==> src/rtl/csadd_pkg.sv <==
// csadd_pkg: shared constants and helpers
// for the pipelined carry-select adder.
package csadd_pkg;

  localparam logic OP_ADD = 1'b0;
  localparam logic OP_SUB = 1'b1;

  function automatic int nseg(input int w, input int s);
    return (s < 1) ? 0 : w / s;
  endfunction

endpackage

==> src/rtl/csel_seg.sv <==
// csel_seg: one combinational carry-select
// segment; both carry cases, then select.
module csel_seg
  import csadd_pkg::*;
#(
  parameter int SEG_W = 8
) (
  input  logic [SEG_W-1:0] a,
  input  logic [SEG_W-1:0] b,
  input  logic             cin,
  output logic [SEG_W-1:0] sum,
  output logic             cout,
  output logic             cmsb
);

  logic [SEG_W:0] w_s0;
  logic [SEG_W:0] w_s1;

  assign w_s0 = {1'b0, a} + {1'b0, b};
  assign w_s1 = {1'b0, a} + {1'b0, b}
              + {{SEG_W{1'b0}}, 1'b1};

  assign {cout, sum} = cin ? w_s1 : w_s0;

  // carry into the MSB recovered from the sum bit
  assign cmsb = sum[SEG_W-1] ^ a[SEG_W-1]
              ^ b[SEG_W-1];

endmodule

==> src/rtl/csadd_pipe.sv <==
// csadd_pipe: pipelined carry-select add/sub,
// one segment resolved per stage.
module csadd_pipe
  import csadd_pkg::*;
#(
  parameter int WIDTH = 32,
  parameter int SEG_W = 8
) (
  input  logic             clk,
  input  logic             rst_n,
  input  logic             in_valid,
  output logic             in_ready,
  input  logic [WIDTH-1:0] in_a,
  input  logic [WIDTH-1:0] in_b,
  input  logic             in_cin,
  input  logic             in_op,
  output logic             out_valid,
  input  logic             out_ready,
  output logic [WIDTH-1:0] out_sum,
  output logic             out_cout,
  output logic             out_ovf,
  output logic             out_zero
);

  localparam int NSEG = nseg(WIDTH, SEG_W);

  if (SEG_W < 1) begin : g_bad_seg
    $error("csadd_pipe: SEG_W must be >= 1");
  end else if ((WIDTH % SEG_W) != 0
               || NSEG < 1) begin : g_bad_w
    $error("csadd_pipe: bad WIDTH/SEG_W");
  end

  logic [NSEG-1:0]  w_v;
  logic [NSEG-1:0]  w_adv;
  logic [WIDTH-1:0] w_b_eff;
  logic             w_cin_eff;

  assign w_b_eff   = (in_op == OP_SUB) ? ~in_b
                                       : in_b;
  assign w_cin_eff = (in_op == OP_SUB) ? 1'b1
                                       : in_cin;
  assign in_ready  = w_adv[0];

  // advance chain: a stage moves when empty or
  // when everything downstream moves
  always_comb begin
    w_adv = '0;
    w_adv[NSEG-1] = !w_v[NSEG-1] || out_ready;
    for (int i = NSEG - 2; i >= 0; i--) begin
      w_adv[i] = !w_v[i] || w_adv[i+1];
    end
  end

  for (genvar k = 0; k < NSEG; k++) begin : g_stg
    localparam int RW    = (NSEG - 1 - k) * SEG_W;
    localparam int SRC_W = RW + SEG_W;
    localparam int SW    = (k + 1) * SEG_W;

    logic [SRC_W-1:0] w_a_src;
    logic [SRC_W-1:0] w_b_src;
    logic [SEG_W-1:0] w_seg;
    logic [SW-1:0]    w_sum_nxt;
    logic             w_cin;
    logic             w_vin;
    logic             w_zin;
    logic             w_cout;
    logic             w_cm;
    logic             r_v;
    logic             r_c;
    logic             r_z;
    logic [SW-1:0]    r_sum;

    if (k == 0) begin : g_src
      assign w_a_src   = in_a;
      assign w_b_src   = w_b_eff;
      assign w_cin     = w_cin_eff;
      assign w_vin     = in_valid;
      assign w_zin     = 1'b1;
      assign w_sum_nxt = w_seg;
    end else begin : g_src
      assign w_a_src   = g_stg[k-1].g_rem.r_a;
      assign w_b_src   = g_stg[k-1].g_rem.r_b;
      assign w_cin     = g_stg[k-1].r_c;
      assign w_vin     = g_stg[k-1].r_v;
      assign w_zin     = g_stg[k-1].r_z;
      assign w_sum_nxt = {w_seg,
                          g_stg[k-1].r_sum};
    end

    csel_seg #(
      .SEG_W (SEG_W)
    ) u_seg (
      .a    (w_a_src[SEG_W-1:0]),
      .b    (w_b_src[SEG_W-1:0]),
      .cin  (w_cin),
      .sum  (w_seg),
      .cout (w_cout),
      .cmsb (w_cm)
    );

    assign w_v[k] = r_v;

    // stage valid, resolved low slices, carry
    // and running zero flag
    always_ff @(posedge clk) begin
      if (!rst_n) begin
        r_v   <= 1'b0;
        r_c   <= 1'b0;
        r_z   <= 1'b0;
        r_sum <= '0;
      end else if (w_adv[k]) begin
        r_v <= w_vin;
        if (w_vin) begin
          r_sum <= w_sum_nxt;
          r_c   <= w_cout;
          r_z   <= w_zin && (w_seg == '0);
        end
      end
    end

    if (RW > 0) begin : g_rem
      logic [RW-1:0] r_a;
      logic [RW-1:0] r_b;

      // carry the unprocessed upper slices along
      always_ff @(posedge clk) begin
        if (w_adv[k] && w_vin) begin
          r_a <= w_a_src[SRC_W-1:SEG_W];
          r_b <= w_b_src[SRC_W-1:SEG_W];
        end
      end
    end

    if (k == NSEG - 1) begin : g_last
      logic r_o;

      // signed overflow from carries at the MSB
      always_ff @(posedge clk) begin
        if (!rst_n) begin
          r_o <= 1'b0;
        end else if (w_adv[k] && w_vin) begin
          r_o <= w_cm ^ w_cout;
        end
      end

      assign out_valid = r_v;
      assign out_sum   = r_sum;
      assign out_cout  = r_c;
      assign out_ovf   = r_o;
      assign out_zero  = r_z;
    end else begin : g_mid
      logic w_unused_cm;
      assign w_unused_cm = w_cm;
    end
  end

endmodule
==> config.mk <==
export PLATFORM = sky130hd
export DESIGN_NAME = csadd_pipe
export DESIGN_NICKNAME = d
export VERILOG_FILES = /design/src/rtl/csadd_pkg.sv /design/src/rtl/csel_seg.sv /design/src/rtl/csadd_pipe.sv
export SDC_FILE = /design/constraint.sdc
export NUM_CORES = 1
export LEC_CHECK = 0
export CAP_MARGIN = 30
export CELL_PAD_IN_SITES_DETAIL_PLACEMENT = 0
export CELL_PAD_IN_SITES_GLOBAL_PLACEMENT = 2
export CORE_ASPECT_RATIO = 1.75
export CORE_MARGIN = 2
export CORE_UTILIZATION = 40
export DETAILED_ROUTE_END_ITERATION = 10
export PLACE_DENSITY = 0.89
export REMOVE_ABC_BUFFERS = 1
export SETUP_SLACK_MARGIN = 0.02
export SKIP_LAST_GASP = 1
export SLEW_MARGIN = 40
export SYNTH_ARGS = -nofsm -noshare
export SYNTH_HDL_FRONTEND = slang
export SYNTH_HIERARCHICAL = 1
export SYNTH_SLANG_ARGS = --single-unit
==> constraint.sdc <==
create_clock -name clk -period 11.2 [get_ports clk]
set_input_delay 2.24 -clock clk [delete_from_list [all_inputs] [get_ports clk]]
set_output_delay 2.24 -clock clk [all_outputs]
set_load 0.05 [all_outputs]
; After elaboration in Yosys (flattened, before gate mapping)
; Index checks and enable logic that the tools add are counted.
[word_totals]
word_cells = 64
output_inout_bits = 37
register_bits = 189
[op_classes]
bitwise = 4
n_addsub = 8
muxes = 6
n_reduce_logical = 23
[op_table]
columns = cell, count
row1 = $add A8 B8 Y9, 4
row2 = $add A9 B1 Y9 const B, 4
row3 = $mux W9, 4
row4 = $logic_not A8 Y1, 4
row5 = $mux W32, 1
row6 = $not A32 Y32, 1
row7 = $reduce_and A2 Y1, 4
row8 = $logic_and A1 B1 Y1, 7
row9 = $logic_not A1 Y1, 4
row10 = $logic_or A1 B1 Y1, 4
row11 = $xor A1 B1 Y1, 3
row12 = $mux W1, 1

; Longest topological paths before layout
[depth]
word_depth = 6
ltp_mapped = 14

; By module
; Netlist, hierarchy kept.
[modules_own_cells]
columns = mod, instances, area_per_inst_um2, cells_per_inst
row1 = csadd_pipe, 1, 6720.2, 550
row2 = csel_seg, 4, 478.0, 54

; Worst setup path after synthesis
; No wires, ideal clock.
[synth_path]
path_type = in2out
from = input out_ready
to = output in_ready
slack_ps = 6088
required_ps = 8960
n_path_buf = 0
path_stages = 2
t_arrival_ps = 2872
path_cell_list = and3b_1 > nand3_1
[synth_between]
elab_chain_len = 4
[synth_lines]
columns = item, line
row1 = "start, declared", csadd_pipe.sv:18  ; input logic out_ready,
row2 = $logic_or A1 B1 Y1, csadd_pipe.sv:49  ; w_adv[NSEG-1] = !w_v[NSEG-1] || out_ready;
row3 = $logic_or A1 B1 Y1 (3 in a row), csadd_pipe.sv:51  ; w_adv[i] = !w_v[i] || w_adv[i+1];
row4 = "end, declared", csadd_pipe.sv:12  ; output logic in_ready,
; No other way between the ends.

; Final worst setup path
; Same ends and word-level chain as after synthesis.

==> impl_metrics.yaml <==
cts:
  post_cts_buffers: 0
  cts_made_buffers: 17
  clkTransAtPathRegs_ns: 0.07
  clock_sinks: 189
  cts_tree: "built"
  ctsHoldBuffers: 0
  clock_latency_ns: 0.44
  cts_max_level: 4
  clk_path_buf_depth: 2
  cts-root-buf: "clkbuf_16"
  cts.repair.resized: 0
place:
  hpwl_mm: 10.17
  post_dp_cell_area_um2: 9778
  port_buffers: 106
  post-place-ws_ns: 5.133
  dp.cells: 1091
  place.gp.congestion: 0.7211
pwr:
  p_leak_uw: 0.003671
  ir_drop_mv: 0.07476
  power_density_nw_per_um2: 153.2
finish:
  drive_above_1_share: 0.07348
  fillers: 1902
  antennaDiodeCount: 0
  design_area_um2: 10380
  finalNetCount: 968
  fin_cells: 1123
  area_delta_synth_final_pct: 21.51
route:
  drt-initial-drc-count: 199
  ant_nets: 0
  dr_total_vias: 5344
  wirelength_mm: 14.16
  drc_errors: 0
  drt-vias-per-instance: 4.759
  wire_per_inst_um: 12.61
  first_pass_iters: 4
sta:
  final-hold-violation-count: 0
  finClkSkew_ns: 0.01411
  fin_crit_ns: 6.070
  fmax_mhz: 164.7
  drv_slew: 0
  fin_crit_sh: 0.5420
  worst_pin_slew_ns: 0.6787
  fin_setup_tns_ns: 0
  relSlewSlack: 0.5475
  finalSetupViolations: 0
  rsz0062_at_grt: "no"
  fin_ws_ns: 5.130
global_route:
  grt_pass1_vias: 5332
  antenna_found_initial: 0
  grtUsageTotal: 0.1326
  grt_max_degree: 106
  grt_first_pass_wirelength_mm: 24.16
  grt.overflow.total: 0
setup_path:
  worst-path-buf-inv: 2
  crit_path_max_incr_delay_ns: 0.80
  slowest_stage: "clkdlybuf4s50_1"
  path_delay_family: "buffers and inverters"
  cp.arrival_ns: 3.83
  cp.required_ns: 8.96
  crit_path_start_kind: "input pin"
  path_common_cell: "clkdlybuf4s50_1"
  worstSetupPathType: "in -> out"
  end_kind: "output pin"
  path_cells: "clkdlybuf4s50_1 -> and3b_1 -> nand3_1 -> clkdlybuf4s50_1"
  cp_max_fo: 3
floorplanning:
  core_um2: 20930
  fp.dieArea_um2: 22580
  num_rows: 70
  dieWidth_um: 114.4
  io_pins: 107
  dieHeight_um: 197.3
  start_util: 0.4079
logic_synthesis:
  syn-cell-area_um2: 8538
  ys_warn_count: 6
  synth.avg_cell_area_um2: 11.23
  syn_inst: 760
run_status:
  outcome: "complete, no violations"
job:
  maxCapViolations: 0
worst_hold_path:
  hp-class: "reg -> reg"
## path summary, 6_finish.rpt
path / from / endpoint / slack, ns / depth (start not counted)
worst max-delay path: out_ready / in_ready / 5.13 / 4
worst min-delay path: g_stg[1].g_rem.r_a[14]$_DFFE_PP_ / g_stg[2].g_rem.r_a[6]$_DFFE_PP_ / 0.41 / 0
worst max register to register: g_stg[0].g_rem.r_a[0]$_DFFE_PP_ / g_stg[1].r_z$_SDFFE_PN0P_ / 8.18 / 11
worst min register to register: g_stg[1].g_rem.r_a[14]$_DFFE_PP_ / g_stg[2].g_rem.r_a[6]$_DFFE_PP_ / 0.41 / 0
## where the power goes
part	switching [uW]	internal (uW)	leakage [uW]	total, uW
Combinational	116	96.8	0.00172	213
Clock	280	319	0.000284	598
Sequential	13.3	765	0.00167	778
Total	409	1180	0.00367	1590
## metrics by stage
| step | hold slack [ns] | utilization | power (uW) |
|---|---|---|---|
| after floorplan | 0.4003 | - | 941.3 |
| after global placement | 0.4012 | 0.4665 | 1006 |
| after detailed placement | 0.4045 | 0.4671 | 1010 |
| after CTS | 0.4137 | 0.4956 | 1612 |
| after global routing | 0.4211 | 0.4956 | 1668 |
| final | 0.4131 | 0.4956 | 1590 |
## layout by cell type (no fill, tap or decap), drive strengths merged, types with 2 or more instances in the layout
cell type      instances
nand2                181
clkdlybuf4s50        104
edfxtp                96
dfxtp                 93
a21boi                79
xor2                  45
xnor2                 41
ha                    36
nand3                 22
a21oi                 20
clkbuf                17
inv                   17
o21ai                 15
a21o                  12
nor2                   9
and3                   8
nor4                   7
nand4                  7
nor3                   6
buf                    6
o311ai                 4
nand3b                 4
a221oi                 4
a31oi                  4
mux2                   4
o21bai                 4
fa                     4
clkinv                 4
nor3b                  3
clkinvlp               3
nand2b                 2
or4                    2
## routing by layer
| layer | part of all wire | track usage | up-vias | wire length [um] |
|---|---|---|---|---|
| li1 | - | - | 2854 | - |
| met1 | 0.45 | 0.1554 | 2393 | 6321 |
| met2 | 0.51 | 0.2341 | 82 | 7170 |
| met3 | 0.027 | 0.02608 | 15 | 389 |
| met4 | 0.019 | 0.05420 | 0 | 274 |
| met5 | 0 | 0 | - | 0 |
## flip-flops by register name, summed over array words and instances (netlist names)
name             flops
out_valid            1
out_cout             1
g_stg.r_v            3
g_stg.g_rem.r_a     48
out_ovf              1
out_sum             32
g_stg.r_z            3
out_zero             1
g_stg.r_sum         48
g_stg.r_c            3
g_stg.g_rem.r_b     48
## area by class of cell
type                            count  area (um^2)  area share
Sequential cell                   189         4745      0.4573
Multi-Input combinational cell    530         3583      0.3454
Timing Repair Buffer              110         1087      0.1048
Clock buffer                       17        425.4     0.04100
Tap cell                          252        315.3     0.03039
Clock inverter                     15        171.4     0.01652
Inverter                           10        47.55    0.004583
Power figures use the tool's default switching activity.
